$ cat config.mk
export PLATFORM = sky130hd
export DESIGN_NAME = cmp_iter_unit
export DESIGN_NICKNAME = d
export VERILOG_FILES = /design/src/rtl/cmp_pkg.sv /design/src/rtl/cmp_digit_slice.sv /design/src/rtl/cmp_iter_unit.sv
export SDC_FILE = /design/constraint.sdc
export NUM_CORES = 1
export LEC_CHECK = 0
export ABC_CLOCK_PERIOD_IN_PS = 8050
export BUFFER_PORTS_ARGS = -buffer_cell sky130_fd_sc_hd__buf_2
export CORE_MARGIN = 1.5
export CORE_UTILIZATION = 25
export CTS_CLUSTER_DIAMETER = 200
export DETAILED_ROUTE_END_ITERATION = 7
export HOLD_SLACK_MARGIN = 0.05
export PLACE_DENSITY = 0.52
export SETUP_SLACK_MARGIN = 0.5
export SYNTH_ARGS = -nofsm -noshare
export SYNTH_HDL_FRONTEND = slang
export SYNTH_SLANG_ARGS = --single-unit
$ cat constraint.sdc
create_clock -name clk -period 8.05 [get_ports clk]
set_clock_uncertainty 0.1 [all_clocks]
set_input_delay 2.415 -clock clk [delete_from_list [all_inputs] [get_ports clk]]
set_output_delay 2.415 -clock clk [all_outputs]
set_load 0.02 [all_outputs]
$ cat src/rtl/cmp_pkg.sv
// rtl/cmp_pkg.sv - shared encodings, state enum and result helper for the iterative compare unit
package cmp_pkg;

    // Function select, as presented on cmp_fun
    typedef enum logic [1:0] {
        CMP_NOP = 2'b00,
        CMP_EQ  = 2'b01,
        CMP_GT  = 2'b10,
        CMP_LT  = 2'b11
    } cmp_fun_t;

    // Result codes, zero-extended onto cmp_out
    localparam logic [1:0] RES_NONE = 2'd0;
    localparam logic [1:0] RES_EQ   = 2'd1;
    localparam logic [1:0] RES_GT   = 2'd2;
    localparam logic [1:0] RES_LT   = 2'd3;

    typedef enum logic [1:0] {
        IDLE = 2'd0,
        BUSY = 2'd1,
        DONE = 2'd2
    } cmp_state_t;

    // Result code for a function given the final ordering; RES_NONE means the condition is false
    function automatic logic [1:0] cmp_result(input cmp_fun_t fun, input logic gt, input logic lt);
        logic [1:0] res;
        res = RES_NONE;
        case (fun)
            CMP_EQ:  res = (!gt && !lt) ? RES_EQ : RES_NONE;
            CMP_GT:  res = gt ? RES_GT : RES_NONE;
            CMP_LT:  res = lt ? RES_LT : RES_NONE;
            default: res = RES_NONE;
        endcase
        return res;
    endfunction

endpackage

$ cat src/rtl/cmp_digit_slice.sv
// rtl/cmp_digit_slice.sv - combinational single-digit magnitude comparator with optional sign flip
module cmp_digit_slice #(
    parameter int DIGIT_WIDTH = 4
) (
    input  logic [DIGIT_WIDTH-1:0] a,
    input  logic [DIGIT_WIDTH-1:0] b,
    input  logic                   msb_signed,
    output logic                   gt,
    output logic                   lt
);

    // Inverting the sign bit maps two's-complement ordering onto unsigned ordering
    logic [DIGIT_WIDTH-1:0] flip;
    logic [DIGIT_WIDTH-1:0] a_eff;
    logic [DIGIT_WIDTH-1:0] b_eff;

    assign flip  = DIGIT_WIDTH'(msb_signed) << (DIGIT_WIDTH - 1);
    assign a_eff = a ^ flip;
    assign b_eff = b ^ flip;
    assign gt    = (a_eff > b_eff);
    assign lt    = (a_eff < b_eff);

endmodule

$ cat src/rtl/cmp_iter_unit.sv
// rtl/cmp_iter_unit.sv - multi-cycle MSB-first digit-serial compare unit; CMP_ITER_EARLY_EXIT_EN enables early exit
module cmp_iter_unit
    import cmp_pkg::*;
#(
    parameter int IN_WIDTH      = 16,
    parameter int DIGIT_WIDTH   = 4,
    parameter int CMP_OUT_WIDTH = 16
) (
    input  logic                     clk,
    input  logic                     rst,
    input  logic [IN_WIDTH-1:0]      in1,
    input  logic [IN_WIDTH-1:0]      in2,
    input  logic [1:0]               cmp_fun,
    input  logic                     cmp_signed,
    input  logic                     cmp_en,
    output logic                     in_ready,
    output logic [CMP_OUT_WIDTH-1:0] cmp_out,
    output logic                     cmp_flag,
    output logic                     out_valid,
    input  logic                     out_ready
);

    localparam int NUM_DIGITS = IN_WIDTH / DIGIT_WIDTH;
    localparam int IDX_W      = (NUM_DIGITS > 1) ? $clog2(NUM_DIGITS) : 1;
    localparam logic [IDX_W-1:0] IDX_TOP = IDX_W'(NUM_DIGITS - 1);

    cmp_state_t                state_q;
    logic [IN_WIDTH-1:0]       op_a_q;
    logic [IN_WIDTH-1:0]       op_b_q;
    cmp_fun_t                  fun_q;
    logic                      sign_q;
    logic [IDX_W-1:0]          idx_q;
    logic                      decided_q;
    logic                      gt_q;
    logic                      lt_q;
    logic [CMP_OUT_WIDTH-1:0]  cmp_out_q;
    logic                      cmp_flag_q;
    logic                      out_valid_q;

    logic [DIGIT_WIDTH-1:0]    digit_a;
    logic [DIGIT_WIDTH-1:0]    digit_b;
    logic                      msb_signed;
    logic                      dig_gt;
    logic                      dig_lt;
    logic                      decided_d;
    logic                      gt_d;
    logic                      lt_d;
    logic                      finish_busy;
    logic [1:0]                res_d;

    // Select the digit currently under comparison from both latched operands
    always_comb begin
        digit_a = '0;
        digit_b = '0;
        for (int i = 0; i < NUM_DIGITS; i++) begin
            if (idx_q == IDX_W'(i)) begin
                digit_a = op_a_q[i*DIGIT_WIDTH +: DIGIT_WIDTH];
                digit_b = op_b_q[i*DIGIT_WIDTH +: DIGIT_WIDTH];
            end
        end
    end

    // Only the most significant digit carries the sign bit
    assign msb_signed = sign_q && (idx_q == IDX_TOP);

    cmp_digit_slice #(
        .DIGIT_WIDTH (DIGIT_WIDTH)
    ) u_digit_slice (
        .a          (digit_a),
        .b          (digit_b),
        .msb_signed (msb_signed),
        .gt         (dig_gt),
        .lt         (dig_lt)
    );

    // First differing digit decides the ordering; later digits cannot override it
    always_comb begin
        decided_d = decided_q;
        gt_d      = gt_q;
        lt_d      = lt_q;
        if (!decided_q && (dig_gt || dig_lt)) begin
            decided_d = 1'b1;
            gt_d      = dig_gt;
            lt_d      = dig_lt;
        end
`ifdef CMP_ITER_EARLY_EXIT_EN
        finish_busy = (idx_q == '0) || decided_d;
`else
        finish_busy = (idx_q == '0);
`endif
        res_d = cmp_result(fun_q, gt_d, lt_d);
    end

    // Control FSM with operand capture, digit walk and registered result outputs
    always_ff @(posedge clk or negedge rst) begin
        if (!rst) begin
            state_q     <= IDLE;
            op_a_q      <= '0;
            op_b_q      <= '0;
            fun_q       <= CMP_NOP;
            sign_q      <= 1'b0;
            idx_q       <= '0;
            decided_q   <= 1'b0;
            gt_q        <= 1'b0;
            lt_q        <= 1'b0;
            cmp_out_q   <= '0;
            cmp_flag_q  <= 1'b0;
            out_valid_q <= 1'b0;
        end else begin
            case (state_q)
                IDLE: begin
                    if (cmp_en) begin
                        op_a_q    <= in1;
                        op_b_q    <= in2;
                        fun_q     <= cmp_fun_t'(cmp_fun);
                        sign_q    <= cmp_signed;
                        idx_q     <= IDX_TOP;
                        decided_q <= 1'b0;
                        gt_q      <= 1'b0;
                        lt_q      <= 1'b0;
                        state_q   <= BUSY;
                    end
                end
                BUSY: begin
                    decided_q <= decided_d;
                    gt_q      <= gt_d;
                    lt_q      <= lt_d;
                    if (finish_busy) begin
                        state_q     <= DONE;
                        out_valid_q <= 1'b1;
                        cmp_flag_q  <= (res_d != RES_NONE);
                        cmp_out_q   <= CMP_OUT_WIDTH'(res_d);
                    end else begin
                        idx_q <= idx_q - 1'b1;
                    end
                end
                DONE: begin
                    if (out_ready) begin
                        state_q     <= IDLE;
                        out_valid_q <= 1'b0;
                        cmp_flag_q  <= 1'b0;
                        cmp_out_q   <= '0;
                    end
                end
                default: begin
                    state_q <= IDLE;
                end
            endcase
        end
    end

    // in_ready is forced low while reset is held, independent of the state register
    assign in_ready  = rst && (state_q == IDLE);
    assign cmp_out   = cmp_out_q;
    assign cmp_flag  = cmp_flag_q;
    assign out_valid = out_valid_q;

endmodule

==> Word level (Yosys, flattened, before mapping) <==
Index checks and enable logic that the tools add are counted.
{ "word_totals": {"register_bits": 60, "in_bits": 39, "output_inout_bits": 19} }
{ "classes": {"n_mux": 34, "n_addsub": 1, "n_bitwise": 2, "n_reduce_logical": 19, "order_cmp": 2, "n_eq_ne": 13} }
{ "ops": {"columns": ["operator", "n"], "rows": [
  ["$mux 16", 2],
  ["$mux 4", 8],
  ["$pmux 16 s2", 1],
  ["$mux 2", 7],
  ["$pmux 2 s3", 2],
  ["$reduce_and 3->1", 4],
  ["$eq 2x2->1 const B", 5],
  ["$ne 2x2->1 const B", 5],
  ["$pmux 1 s2", 5],
  ["$mux 1", 8],
  ["$xor 4x4->4", 2],
  ["$eq 2x1->1 const B", 3],
  ["$reduce_bool 2->1", 3],
  ["$gt 4x4->1", 1],
  ["$logic_and 1x1->1", 4],
  ["$logic_not 2->1", 2],
  ["$lt 4x4->1", 1],
  ["$pmux 2 s2", 1],
  ["$reduce_and 2->1", 2],
  ["$logic_not 1->1", 3],
  ["$sub 2x1->2 const B", 1],
  ["$logic_or 1x1->1", 1]
]} }

==> Logic depth before layout (Yosys ltp) <==
{ "logic_depth": {"ltp_word": 17, "depth_mapped": 15, "depth_no_buf": 13} }

==> Cells and area by module <==
From an unflattened synthesis, not the netlist that was laid out.
{ "hier_totals": {"hier_cells": 216, "area_unflattened_um2": 2417.3} }
{ "by_module_without_submodules": {"columns": ["mod", "area_each_um2", "cells_per_inst", "seq_area_each_um2", "instances"], "rows": [
  ["cmp_iter_unit", 2289.7, 200, 1151.1, 1],
  ["cmp_digit_slice", 127.6, 16, 0.0, 1]
]} }

==> Worst setup path after synthesis <==
No wires, ideal clock.
{ "synth_timing": {"path_type": "input-to-output", "startpoint": "input rst", "endpoint": "output in_ready", "stages": 1, "arrival_time_ns": 2.625, "n_path_buf": 0, "slack_ns": 2.910, "cell_sequence": "and2_1"} }
{ "synth_via": {"elab_chain_len": 1} }
{ "synth_lines": {"columns": ["element", "line", "rtl"], "rows": [
  ["start, declared", "cmp_iter_unit.sv:10", "input logic rst,"],
  ["$logic_and 1x1->1", "cmp_iter_unit.sv:153", "assign in_ready = rst && (state_q == IDLE);"],
  ["end, declared", "cmp_iter_unit.sv:16", "output logic in_ready,"]
]} }
No other way between the ends.

==> Final worst setup path <==
Ends and elaborated chain as after synthesis.

==> run_results.csv <==
group,metric,value,unit
outcome,outcome,"complete, no violations",
timing,maxSlewViolCount,0,
synth,synthAdderAreaFrac,4.23,%
setup_path,crit_required,5.54,ns
cells_and_area,layout-drive-gt1-share,18.6,%
synth,yosys-mux-area-fraction,0,%
setup_path,cp_slowest_cell,"buf_4",
min_path,hold_path_depth,2,
synth,postSynthAreaPerCell,8.33,µm²
floorplanning,die_w,100,µm
setup_path,start_kind,"primary input",
floorplanning,fp-row-count,35,
route,drtPass1Iterations,4,
timing,finalHoldViolations,0,
setup_path,cp_slowest_stage_delay,0.48,ns
clock_tree,cts_sinks,46,
clock_tree,post_cts_buffers,0,
timing,worst_slew_pin_slew,0.656,ns
placed_design,hpwl,3720,µm
timing,rsz0062_at_grt,"false",
timing,setup_viol,0,
synth,ys_types,35,
global_routing,track_usage,11.1,%
route,vias_per_cell,4.32,
clock_tree,cts.repair.resized,0,
global_routing,grt_pass1_vias,1912,
power_and_ir_drop,p_leak,1.42,nW
route,route.detailed.wl_per_inst,12.0,µm
synth,synth-seq-cells,46,
synth,synth_compound_area_share,10.5,%
synth,synth-edff-count,0,
setup_path,end_kind,"output port",
cells_and_area,final_nets,369,
synth,synthSimpleGateAreaFrac,27.7,%
clock_tree,cts_tree,"built",
placed_design,portBuffers,43,
power_and_ir_drop,ir_drop,0.0963,mV
timing,max_slew_margin,56.3,%
timing,max_freq,170,MHz
cells_and_area,area_delta_synth_final,14.9,%
global_routing,grt-ovfl-total,0,
setup_path,critPathMostFrequentCell,"buf_2",
flow_run,drv_cap,0,
setup_path,crit_cells,4,
setup_path,critPathKind,"primary input to output port",
timing,timing.final.ws_setup,2.18,ns
setup_path,rr_worst_depth,12,
timing,min_period,5.87,ns
min_path,min-delay-path-class,"flop to flop",
synth,synth_cells,284,
setup_path,cp_top_family,"buffers and inverters",
clock_tree,clockBufferDepth,2,
clock_tree,clock-root-buffer,"clkbuf_8",
setup_path,cp_data_arrival_time,3.35,ns
clock_tree,clock_latency,0.31,ns
route,vias,1877,
timing,setup_tns,0,ns
timing,finalCritPeriodShare,72.9,%
synth,ys_seq_area_share,48.7,%
global_routing,grt_start_max_net_pins,48,
route,drt-total-wl,5200,µm
clock_tree,cts.clk_slew.worst_paths,0.09,ns
synth,synthXorXnorAreaFrac,0.740,%
setup_path,path_max_fanout,47,
floorplanning,die_h,100,µm
synth,synth_ff_type,"dfrtp_1",
setup_path,worst-path-buf-inv,3,
power_and_ir_drop,p_per_area,380,mW/mm²
global_routing,grt_pass1_wl,8770,µm
floorplanning,core_area,0.00920,mm²
setup_path,crit_chain,"buf_2, buf_4, and2_1, buf_2",
power_and_ir_drop,p_total,1.03,mW
placed_design,gp_congestion,0.781,
global_routing,antenna_found_initial,0,
synth,synth-warning-count,0,
route,drtIter0Drc,59,
synth,synth-async-reset-ratio,100,%
clock_tree,cts-buffers-inserted,5,
route,drc,0,
clock_tree,cts-htree-levels,2,
clock_tree,ctsHoldBuffers,0,
route,ant_nets,0,
placed_design,dp_slack,2.12,ns
synth,synth_area,0.00237,mm²
floorplanning,start_util,25.7,%
floorplanning,io_pins,58,
floorplanning,dieArea,0.0101,mm²
synth,synth_top_family_by_area,"simple AND/OR/NAND/NOR gates",
cells_and_area,diodes,0,
flip-flops by register name, summed over array words and instances (netlist names), 2 cells and up:
name / count
state_q: 2
cmp_out: 2
op_b_q: 16
op_a_q: 16
fun_q: 2
idx_q: 2
metrics by stage:
stage	area [µm²]	util [%]	instances	hold WS, ns
4_1_cts	2720	29.6	434	0.386
6_report	2720	29.6	434	0.381
3_3_place_gp	2620	28.5	426	0.358
2_1_floorplan	2410	-	297	0.346
3_5_place_dp	2620	28.5	426	0.363
5_1_grt	2720	29.6	434	0.413
Yosys cell counts, types with 2 or more instances:
cell type / n / area share, %
o21ai_0: 6 / 1.3
o22a_1: 2 / 0.74
nand2_1: 122 / 19
inv_1: 5 / 0.79
a221oi_1: 3 / 1.1
nor3_1: 4 / 0.85
xnor2_1: 2 / 0.74
nor2_1: 10 / 1.6
dfrtp_1: 46 / 49
nand3_1: 3 / 0.63
buf_2: 8 / 1.7
ha_1: 8 / 4.2
nor2b_1: 5 / 1.3
a21oi_1: 15 / 3.2
a22oi_1: 4 / 1.3
buf_4: 15 / 4.8
clkbuf_1: 5 / 0.79
nand4_1: 2 / 0.53
a211oi_1: 2 / 0.63
and2_1: 2 / 0.53
final timing paths:
kind | start | to | slack, ns
worst max-delay path | rst | in_ready | 2.18
worst min-delay path | op_a_q[10] | op_a_q[10] | 0.38
worst max register to register | idx_q[0] | cmp_flag | 4.54
worst min register to register | op_a_q[10] | op_a_q[10] | 0.38
max in group asynchronous | rst | op_b_q[2] | 5.37
min in group asynchronous | rst | op_a_q[1] | 2.09
where the power goes:
part           leakage [nW]  switching (mW)  total (mW)  internal (mW)
Combinational         0.794           0.275       0.464          0.189
Sequential            0.571          0.0747       0.414          0.339
Clock                0.0506          0.0890       0.154         0.0650
Total                  1.42           0.438        1.03          0.593
cell usage in the layout (no fill, tap or decap), types with 2 or more instances in the layout:
master	instances
a211oi_1	2
a21oi_1	15
a221oi_1	3
a22oi_1	4
and2_1	2
buf_2	43
buf_4	3
clkbuf_8	5
conb_1	14
dfrtp_1	46
ha_1	8
inv_1	5
nand2_1	122
nand3_1	3
nand4_1	2
nor2_1	10
nor2b_1	5
nor3_1	4
o21ai_0	6
o22a_1	2
xnor2_1	2
tightest hold or removal path: stages (launching register included):
cell and delay (ns):
dfrtp_1 0.35, nand2_1 0.05, nand2_1 0.05
area by class of cell:
| cell class | instances | area [µm²] |
|---|---|---|
| multi-input combinational | 218 | 1070 |
| inverter | 5 | 18.8 |
| clock buffer | 5 | 68.8 |
| timing repair buffer | 46 | 238 |
| tap | 111 | 139 |
| sequential | 46 | 1150 |
| fill | 1008 | 6480 |
| clock inverter | 3 | 28.8 |
cell families after synthesis:
logic type	count (synthesis)
xor+xnor	2
simple gates	156
other cells	1
fa+ha+maj	8
buf+inv	33
compound gates	38
flops	46
metal layers:
layer  track usage, %  part of all wire [%]  up-vias
met4             4.01                   1.9        0
met1             14.9                    48      862
met2             17.0                    44       46
met5                0                     0        -
met3             3.27                   5.9        7
li1                 -                     -      962
Note: power is estimated with default switching activity, not from simulation.
